--- config.mk ---
export PLATFORM = sky130hd
export DESIGN_NAME = cpu_accel_port
export DESIGN_NICKNAME = d
export VERILOG_FILES = /design/src/rtl/cpu_accel_port.sv
export SDC_FILE = /design/constraint.sdc
export NUM_CORES = 1
export LEC_CHECK = 0
export CORE_AREA = 2 2 196 198
export CTS_CLUSTER_SIZE = 20
export DETAILED_ROUTE_END_ITERATION = 7
export DIE_AREA = 0 0 198 200
export PLACE_DENSITY = 0.79
export SKIP_LAST_GASP = 1
export SLEW_MARGIN = 20
export SYNTH_ARGS = -nofsm -noshare
export SYNTH_HDL_FRONTEND = slang
export SYNTH_SLANG_ARGS = --single-unit
--- constraint.sdc ---
create_clock -name clk -period 4.1 [get_ports clk]
set_input_delay 0.82 -clock clk [delete_from_list [all_inputs] [get_ports clk]]
set_output_delay 0.82 -clock clk [all_outputs]
set_load 0.01 [all_outputs]
--- src/rtl/cpu_accel_port.sv ---
// CPU-side responder for the accelerator port: per-channel TX/RX FIFOs with valid/ready streams.
// Optional `ACCEL_PORT_LOOPBACK_EN adds a `loopback` input that routes each TX head into its own RX FIFO.
module cpu_accel_port #(
    parameter int unsigned DATA_WIDTH   = 16,
    parameter int unsigned ID_WIDTH     = 4,
    parameter int unsigned NUM_CHANNELS = 2,
    parameter int unsigned FIFO_DEPTH   = 8
) (
    input  logic                               clk,
    input  logic                               rst,
`ifdef ACCEL_PORT_LOOPBACK_EN
    input  logic                               loopback,
`endif
    input  logic [ID_WIDTH-1:0]                accel_id,
    output logic                               accel_can_read,
    output logic                               accel_can_write,
    input  logic                               accel_read_enable,
    output logic [DATA_WIDTH-1:0]              accel_read_data,
    input  logic                               accel_write_enable,
    input  logic [DATA_WIDTH-1:0]              accel_write_data,
    output logic [NUM_CHANNELS-1:0]            out_valid,
    input  logic [NUM_CHANNELS-1:0]            out_ready,
    output logic [NUM_CHANNELS*DATA_WIDTH-1:0] out_data,
    input  logic [NUM_CHANNELS-1:0]            in_valid,
    output logic [NUM_CHANNELS-1:0]            in_ready,
    input  logic [NUM_CHANNELS*DATA_WIDTH-1:0] in_data,
    output logic                               proto_err
);

    localparam int unsigned AW = $clog2(FIFO_DEPTH);
    localparam int unsigned PW = AW + 1;

    typedef logic [PW-1:0]         ptr_t;
    typedef logic [DATA_WIDTH-1:0] word_t;

    function automatic ptr_t ptr_inc(ptr_t p);
        return (p == ptr_t'(FIFO_DEPTH - 1)) ? '0 : p + ptr_t'(1);
    endfunction

    word_t tx_mem_q [NUM_CHANNELS][FIFO_DEPTH];
    word_t tx_mem_d [NUM_CHANNELS][FIFO_DEPTH];
    word_t rx_mem_q [NUM_CHANNELS][FIFO_DEPTH];
    word_t rx_mem_d [NUM_CHANNELS][FIFO_DEPTH];
    ptr_t  tx_wr_q [NUM_CHANNELS], tx_wr_d [NUM_CHANNELS];
    ptr_t  tx_rd_q [NUM_CHANNELS], tx_rd_d [NUM_CHANNELS];
    ptr_t  tx_cnt_q[NUM_CHANNELS], tx_cnt_d[NUM_CHANNELS];
    ptr_t  rx_wr_q [NUM_CHANNELS], rx_wr_d [NUM_CHANNELS];
    ptr_t  rx_rd_q [NUM_CHANNELS], rx_rd_d [NUM_CHANNELS];
    ptr_t  rx_cnt_q[NUM_CHANNELS], rx_cnt_d[NUM_CHANNELS];
    logic  proto_err_q, proto_err_d;

    logic [NUM_CHANNELS-1:0] sel, tx_empty, tx_full, rx_empty, rx_full;
    logic [NUM_CHANNELS-1:0] tx_push, tx_pop, rx_push, rx_pop;
    word_t tx_head [NUM_CHANNELS];
    word_t rx_head [NUM_CHANNELS];
    word_t rx_word [NUM_CHANNELS];
    logic  id_valid;
    logic  lb_active;

`ifdef ACCEL_PORT_LOOPBACK_EN
    assign lb_active = loopback;
`else
    assign lb_active = 1'b0;
`endif

    always_comb begin
        sel             = '0;
        tx_empty        = '0;
        tx_full         = '0;
        rx_empty        = '0;
        rx_full         = '0;
        out_valid       = '0;
        in_ready        = '0;
        out_data        = '0;
        accel_read_data = '0;
        accel_can_read  = 1'b0;
        accel_can_write = 1'b0;
        for (int unsigned ch = 0; ch < NUM_CHANNELS; ch++) begin
            sel[ch]      = (accel_id == ID_WIDTH'(ch));
            tx_empty[ch] = (tx_cnt_q[ch] == '0);
            tx_full[ch]  = (tx_cnt_q[ch] == ptr_t'(FIFO_DEPTH));
            rx_empty[ch] = (rx_cnt_q[ch] == '0);
            rx_full[ch]  = (rx_cnt_q[ch] == ptr_t'(FIFO_DEPTH));
            tx_head[ch]  = tx_empty[ch] ? '0 : tx_mem_q[ch][tx_rd_q[ch][AW-1:0]];
            rx_head[ch]  = rx_empty[ch] ? '0 : rx_mem_q[ch][rx_rd_q[ch][AW-1:0]];
            // Stream handshakes are held off during reset and while looping back.
            out_valid[ch] = !tx_empty[ch] && !lb_active && !rst;
            in_ready[ch]  = !rx_full[ch] && !lb_active && !rst;
            out_data[ch*DATA_WIDTH +: DATA_WIDTH] = tx_head[ch];
            if (sel[ch]) begin
                accel_can_read  = !rx_empty[ch];
                accel_can_write = !tx_full[ch];
                accel_read_data = rx_head[ch];
            end
        end
        id_valid = |sel;
    end

    always_comb begin
        tx_push = '0;
        tx_pop  = '0;
        rx_push = '0;
        rx_pop  = '0;
        proto_err_d = proto_err_q;
        if ((accel_read_enable || accel_write_enable) && !id_valid) begin
            proto_err_d = 1'b1;
        end
        for (int unsigned ch = 0; ch < NUM_CHANNELS; ch++) begin
            tx_push[ch] = sel[ch] && accel_write_enable && !tx_full[ch];
            rx_pop[ch]  = sel[ch] && accel_read_enable && !rx_empty[ch];
            if ((sel[ch] && accel_write_enable && tx_full[ch]) ||
                (sel[ch] && accel_read_enable && rx_empty[ch])) begin
                proto_err_d = 1'b1;
            end
            if (lb_active) begin
                tx_pop[ch]  = !tx_empty[ch] && !rx_full[ch];
                rx_push[ch] = tx_pop[ch];
                rx_word[ch] = tx_head[ch];
            end else begin
                tx_pop[ch]  = out_valid[ch] && out_ready[ch];
                rx_push[ch] = in_valid[ch] && in_ready[ch];
                rx_word[ch] = in_data[ch*DATA_WIDTH +: DATA_WIDTH];
            end
        end
    end

    always_comb begin
        tx_mem_d = tx_mem_q;
        rx_mem_d = rx_mem_q;
        for (int unsigned ch = 0; ch < NUM_CHANNELS; ch++) begin
            tx_wr_d[ch]  = tx_wr_q[ch];
            tx_rd_d[ch]  = tx_rd_q[ch];
            tx_cnt_d[ch] = tx_cnt_q[ch];
            rx_wr_d[ch]  = rx_wr_q[ch];
            rx_rd_d[ch]  = rx_rd_q[ch];
            rx_cnt_d[ch] = rx_cnt_q[ch];
            if (tx_push[ch]) begin
                tx_mem_d[ch][tx_wr_q[ch][AW-1:0]] = accel_write_data;
                tx_wr_d[ch] = ptr_inc(tx_wr_q[ch]);
            end
            if (tx_pop[ch]) begin
                tx_rd_d[ch] = ptr_inc(tx_rd_q[ch]);
            end
            if (tx_push[ch] && !tx_pop[ch]) begin
                tx_cnt_d[ch] = tx_cnt_q[ch] + ptr_t'(1);
            end else if (!tx_push[ch] && tx_pop[ch]) begin
                tx_cnt_d[ch] = tx_cnt_q[ch] - ptr_t'(1);
            end
            if (rx_push[ch]) begin
                rx_mem_d[ch][rx_wr_q[ch][AW-1:0]] = rx_word[ch];
                rx_wr_d[ch] = ptr_inc(rx_wr_q[ch]);
            end
            if (rx_pop[ch]) begin
                rx_rd_d[ch] = ptr_inc(rx_rd_q[ch]);
            end
            if (rx_push[ch] && !rx_pop[ch]) begin
                rx_cnt_d[ch] = rx_cnt_q[ch] + ptr_t'(1);
            end else if (!rx_push[ch] && rx_pop[ch]) begin
                rx_cnt_d[ch] = rx_cnt_q[ch] - ptr_t'(1);
            end
        end
    end

    always_ff @(posedge clk) begin
        tx_mem_q <= tx_mem_d;
        rx_mem_q <= rx_mem_d;
        if (rst) begin
            for (int unsigned ch = 0; ch < NUM_CHANNELS; ch++) begin
                tx_wr_q[ch]  <= '0;
                tx_rd_q[ch]  <= '0;
                tx_cnt_q[ch] <= '0;
                rx_wr_q[ch]  <= '0;
                rx_rd_q[ch]  <= '0;
                rx_cnt_q[ch] <= '0;
            end
            proto_err_q <= 1'b0;
        end else begin
            tx_wr_q     <= tx_wr_d;
            tx_rd_q     <= tx_rd_d;
            tx_cnt_q    <= tx_cnt_d;
            rx_wr_q     <= rx_wr_d;
            rx_rd_q     <= rx_rd_d;
            rx_cnt_q    <= rx_cnt_d;
            proto_err_q <= proto_err_d;
        end
    end

    assign proto_err = proto_err_q;

endmodule

==> impl_metrics.tcl <==
set metrics [dict create \
    p_leak_nw 8.28 \
    rsz0062_at_grt "no" \
    crit_family "buffers and inverters" \
    crit_arrival_ps 3230 \
    core_area_um2 37400 \
    die_x_um 198 \
    start_kind "primary input" \
    yosys-top-cells-area "edfxtp_1 (69%), mux4_2 (13%), dfxtp_1 (4.4%)" \
    tightest_slew_ps 857 \
    portBuffers 114 \
    outcome "complete, no violations" \
    grt_first_pass_wirelength_um 70400 \
    period_needed_ps 4050 \
    crit_path_cell_trace "clkdlybuf4s50_1, buf_4, nor4b_4, and3_1, buf_4, nand2_1, o211ai_1, clkdlybuf4s50_1" \
    dp_slack_ps 87.0 \
    drcViolationCount 0 \
    place_area_um2 24400 \
    finClkSkew_ps 20.1 \
    vias_per_cell 6.02 \
    critical_path_buf_inv_count 4 \
    syn-num-nets 1258 \
    hpwl_um 28700 \
    ios 115 \
    final_common_cell "edfxtp_1" \
    drv_cap 0 \
    postLayoutCoreUtil_pct 69.8 \
    initial_core_util_pct 59.5 \
    drive_gt1_share_pct 21.3 \
    relSlewSlack_pct 42.0 \
    dr_wl_met2_um 24700 \
    worstSetupPathType "primary input to output port" \
    postLayoutCellArea_um2 26100 \
    drv_slew 0 \
    cts_setup_buffers 0 \
    ys_types 51 \
    synthArstFlopShare_pct 0 \
    syn_to_final_growth_pct 17.3 \
    numCtsBuffers 54 \
    ys_seq_elements 561 \
    synth_edf_count 512 \
    fmax_ghz 0.247 \
    htreeDepth 2 \
    tritoncts "yes" \
    finalCritPeriodShare_pct 98.8 \
    cts_root_buf "clkbuf_16" \
    ys.flop_type "edfxtp_1" \
    cp.required_ps 3280 \
    endpoint_kind "output port" \
    power_density_nw_per_um2 479 \
    synth.yosys.seq_area_share_pct 73.5 \
    grt_max_degree 46 \
    holdBufCountCts 0 \
    nets 1434 \
    crit_fanout 13 \
    num_rows 71 \
    hold_class "flip-flop to flip-flop" \
    cts_max_path_buffers 3 \
    cp_slowest_stage_delay_ps 570 \
    routedLengthMet1_um 17400 \
    grt-ovfl-total 0 \
    max-vdd-ir-drop_v 0.000466 \
    fin_ws_ps 50.6 \
    synth.cell_area_um2 22300 \
    num_vias 11469 \
    routedWlPerCell_um 24.8 \
    route.met3.wl_um 3320 \
    grt_pass1_vias 11617 \
    yosys_warnings 0 \
    die_area_um2 39600 \
    hold_viol 0 \
    ctsResizeCount 0 \
    synth_area_leader_cell "edfxtp_1" \
    netlist.area_leader.share_pct 69.1 \
    clk_transition_reported_paths_ps 60 \
    clock_latency_ps 600 \
    final_antenna_net_count 0 \
    slowest_stage "clkdlybuf4s50_1" \
    finalSetupViolations 0 \
    setup_tns_ps 0 \
    num-fill-cells 2300 \
    cts_sinks 561 \
    reg2reg_slack_ps 1040 \
    die_h_um 200 \
    postSynthCellCount 1174 \
    most-common-layout-cells "edfxtp_1 (512), mux4_2 (128), clkdlybuf4s50_1 (113)" \
    globalplace.congestion 0.824 \
    drt_iter0_drc 994 \
    grt_usage_pct 24.7 \
    hold_ws_ps 489 \
    dr.pass1.iters 5 \
    syn_avg_cell_area_um2 19.0 \
    top_layer "met4" \
    wl_um 47200 \
    antenna_found_initial 1 \
]
power by group:
part           total, mW  switching (mW)  internal, mW  leakage (nW)
clock network       4.84            2.00          2.84         0.847
logic               1.27           0.654         0.612          2.42
registers           6.41          0.0716          6.34          5.01
total               12.5            2.72          9.79          8.28
worst reg2reg max path: stages (launching register included):
cell and delay [ps]:
dfxtp_1 380, or4b_2 780, nand3_1 220, inv_1 70
ha_1 210, inv_1 120, ha_1 290, a21oi_1 210
a211oi_1 110, a31oi_1 220, mux2_2 360
cell usage after synthesis, types with 3 or more instances:
| master | number |
|---|---|
| mux4_2 | 128 |
| ha_1 | 20 |
| dfxtp_1 | 49 |
| or4_1 | 4 |
| mux2i_1 | 46 |
| nand2b_1 | 17 |
| nor3b_1 | 4 |
| xor2_1 | 8 |
| nand3_1 | 9 |
| nand2_1 | 42 |
| nor4b_1 | 3 |
| mux2_2 | 6 |
| fa_1 | 4 |
| a21oi_1 | 14 |
| o22ai_1 | 7 |
| inv_1 | 29 |
| o21ai_0 | 7 |
| o211ai_1 | 16 |
| a211oi_1 | 5 |
| nor2b_1 | 4 |
| nand4_1 | 7 |
| a22oi_1 | 16 |
| xnor2_1 | 7 |
| nor4_1 | 5 |
| edfxtp_1 | 512 |
| a31oi_1 | 7 |
| nor2_1 | 106 |
| clkbuf_1 | 30 |
| buf_2 | 23 |
| nor3_1 | 13 |
registers in the layout, indices dropped and copies added, names as in the netlist:
signal,count
tx_cnt_q,8
rx_wr_q,8
tx_mem_q,256
rx_mem_q,256
proto_err,1
tx_rd_q,8
tx_wr_q,8
rx_cnt_q,8
rx_rd_q,8
metal layers:
layer  vias up  global-route usage, %
met2       444                   42.7
li1       5063                      -
met4         0                   11.1
met5         -                      0
met3        77                   4.10
met1      5885                   31.2
worst paths after layout:
kind,from,endpoint,cells past startpoint
hold reg to reg,tx_wr_q[3],tx_wr_q[3],2
setup reg to reg,tx_cnt_q[0],tx_cnt_q[3],10
hold / removal,tx_wr_q[3],tx_wr_q[3],2
setup / recovery,accel_id[1],accel_read_data[10],8
metrics by stage:
step                total power, mW  instances
finish                         12.5       1906
global route                   12.9       1906
CTS                            12.6       1905
detailed placement             7.79       1805
global placement               7.76       1805
floorplan                      7.17       1174
cell families (layout without fill, tap and decap cells):
logic type	count (synthesis)	count (layout)	synth area share (%)
other	0	1	0
flip-flops	561	561	73.5
buffers and inverters	87	307	1.73
AO/OA/AOI/OAI	76	76	2.25
AND/OR/NAND/NOR	231	231	5.12
multiplexers	180	180	15.3
adder cells (fa/ha/maj)	24	24	1.48
XOR/XNOR	15	15	0.590
final cells by class:
class | count | area (um2) | share of cell area, %
sequential | 561 | 16400 | 62.7
multi-input combinational | 526 | 5590 | 21.4
timing repair buffer | 178 | 1670 | 6.38
clock buffer | 77 | 1530 | 5.87
tap | 511 | 639 | 2.45
clock inverter | 23 | 208 | 0.796
inverter | 29 | 109 | 0.417
antenna | 1 | 2.50 | 0.00959
Note: power is estimated with default switching activity, not from simulation.
==> variant: new RTL, config.mk and constraints unchanged <==
The option `ACCEL_PORT_LOOPBACK_EN` is turned on by a define.
--- a/src/rtl/cpu_accel_port.sv
+++ b/src/rtl/cpu_accel_port.sv
@@ -1,5 +1,7 @@
 // CPU-side responder for the accelerator port: per-channel TX/RX FIFOs with valid/ready streams.
 // Optional `ACCEL_PORT_LOOPBACK_EN adds a `loopback` input that routes each TX head into its own RX FIFO.
+`define ACCEL_PORT_LOOPBACK_EN
+
 module cpu_accel_port #(
     parameter int unsigned DATA_WIDTH   = 16,
     parameter int unsigned ID_WIDTH     = 4,
Ports: changed (added loopback); port bits go from 115 to 116. No check against the original RTL was run, so the function may have changed too.
==> variant against the original RTL <==
Highest routed layer is now met5. Wire length increased by 15%. First-iteration DRC count increased by 18%. Critical path depth decreased by 4. Worst setup slack improved by 33 ps. Final area increased by 4.0%. Critical endpoint is now out_data[5]. Sequential cell count unchanged. Critical path type is now register to output port. Core utilization increased by 2.8 points. Area after synthesis increased by 3.5%. Via count increased by 14%.
Power is not compared: it rests on default switching activity, and its combinational part moved more than twofold at a synthesized area within 25%.
==> variant: results (changes against the original RTL) <==
INFO  metric area_growth = 17.8%
INFO  metric crit_arrival = 3200 ps (-30 ps)
INFO  metric nNonClkBuffers = 208 (+17%)
INFO  metric top_metal_layer_carrying_routed_signals = met5
INFO  metric grt_pass1_wl = 80400 um (+14%)
INFO  metric worst_setup_path_startpoint = tx_rd_q[6]
INFO  metric status = complete, no violations
INFO  metric finalWeightedCongestion = 0.819 (-0.56%)
INFO  metric ff2ff_path_depth = 11 (+1)
INFO  metric final-clk-cell-share = 0.0667 (+0.0000906)
INFO  metric post-layout-total-power = ~17 mW
INFO  metric avgViaCountPerCell = 6.27 (+4.1%)
INFO  metric grt_antenna_before_repair = 3 (+2)
INFO  metric buffer_ports.inserted = 115 (+0.88%)
INFO  metric fin_cells = 2081 (+9.2%)
INFO  metric fin_skew = 10.5 ps (-9.58 ps)
INFO  metric multi_input_area_share = 0.235 (+0.0211)
INFO  metric post_route_cells_drive_above_1_share = 0.286 (+0.0729)
INFO  metric adder_and_majority_cell_fraction_of_the_synthesized_area = 0.0143 (-0.000499)
INFO  metric synthXorXnorAreaFrac = 0.00494 (-0.000959)
INFO  metric seq_cells = 561 (unchanged)
INFO  metric seq_share = 0.603 (-0.0239)
INFO  metric grt_max_degree = 33 (-28%)
INFO  metric gr-usage-met2 = 0.469 (+0.0419)
INFO  metric synth_cell_types = 58 (+14%)
INFO  metric rr_endpoint = rx_cnt_q[7]
INFO  metric insertedDiodeCount = 0 (-1)
INFO  metric reg2reg_slack = 950 ps (-90 ps)
INFO  metric groute.layer.met3.usage = 0.0420 (+0.00101)
INFO  metric wl_met1 = 21200 um (+22%)
INFO  metric num-multi-input-gates = 692 (+32%)
INFO  metric grtUsageMet1 = 0.366 (+0.0548)
INFO  metric nClkBuffers = 66 (-14%)
INFO  metric dpl.hpwl = 35000 um (+22%)
INFO  metric worst_skew_pair.late_latency = 570 ps (-30 ps)
INFO  metric drt-wirelength-per-cell = 26.0 um (+4.9%)
INFO  metric grtUsageTotal = 0.279 (+0.0319)
INFO  metric num-nets-final = 1613 (+12%)
INFO  metric synth_nets = 1429 (+14%)
INFO  metric post_dp_area = 0.0253 sq mm (+4.0%)
INFO  metric pre_cts_ws = 204 ps (+117 ps)
INFO  metric syn_area = 0.0230 sq mm (+3.5%)
INFO  metric routed-wl-met2 = 27100 um (+9.6%)
INFO  metric final-nonclk-buf-share = 0.0701 (+0.00624)
INFO  metric synthMuxAreaShare = 0.151 (-0.00190)
INFO  metric synth.top_cells.by_count = sky130_fd_sc_hd__edfxtp_1 (512), sky130_fd_sc_hd__mux2_2 (168), sky130_fd_sc_hd__o22ai_1 (66), sky130_fd_sc_hd__mux4_2 (64), sky130_fd_sc_hd__nor2_1 (63)
INFO  metric post_synthesis_compound_gate_area_fraction = 0.0389 (+0.0164)
INFO  metric finalHoldWorstSlack = 493 ps (+4.22 ps)
[variant: changes by cell type in the layout (fill, tap and decap cells not counted), sizes merged, moves of 23 or more]
cell / delta
mux4: -64
mux2: +162
nor3: +31
o22ai: +59
nor2: -43
nand3: +23
mux2i: -32
buf: +30
[variant: kinds of logic (layout without fill, tap and decap cells)]
| kind of cell | count (synthesis) | in the layout |
|---|---|---|
| AND/OR/NAND/NOR | 268 | 268 |
| adder cells (fa/ha/maj) | 24 | 24 |
| AO/OA/AOI/OAI | 141 | 141 |
| XOR/XNOR | 13 | 13 |
| flip-flops | 561 | 561 |
| buffers and inverters | 91 | 317 |
| multiplexers | 246 | 246 |
[variant: critical path, cell delays in order (launching register included)]
cell                              delay, ps
sky130_fd_sc_hd__dfxtp_1                440
sky130_fd_sc_hd__nand2b_1               650
sky130_fd_sc_hd__o22ai_1                170
sky130_fd_sc_hd__nor3_1                 680
sky130_fd_sc_hd__clkdlybuf4s50_1        680
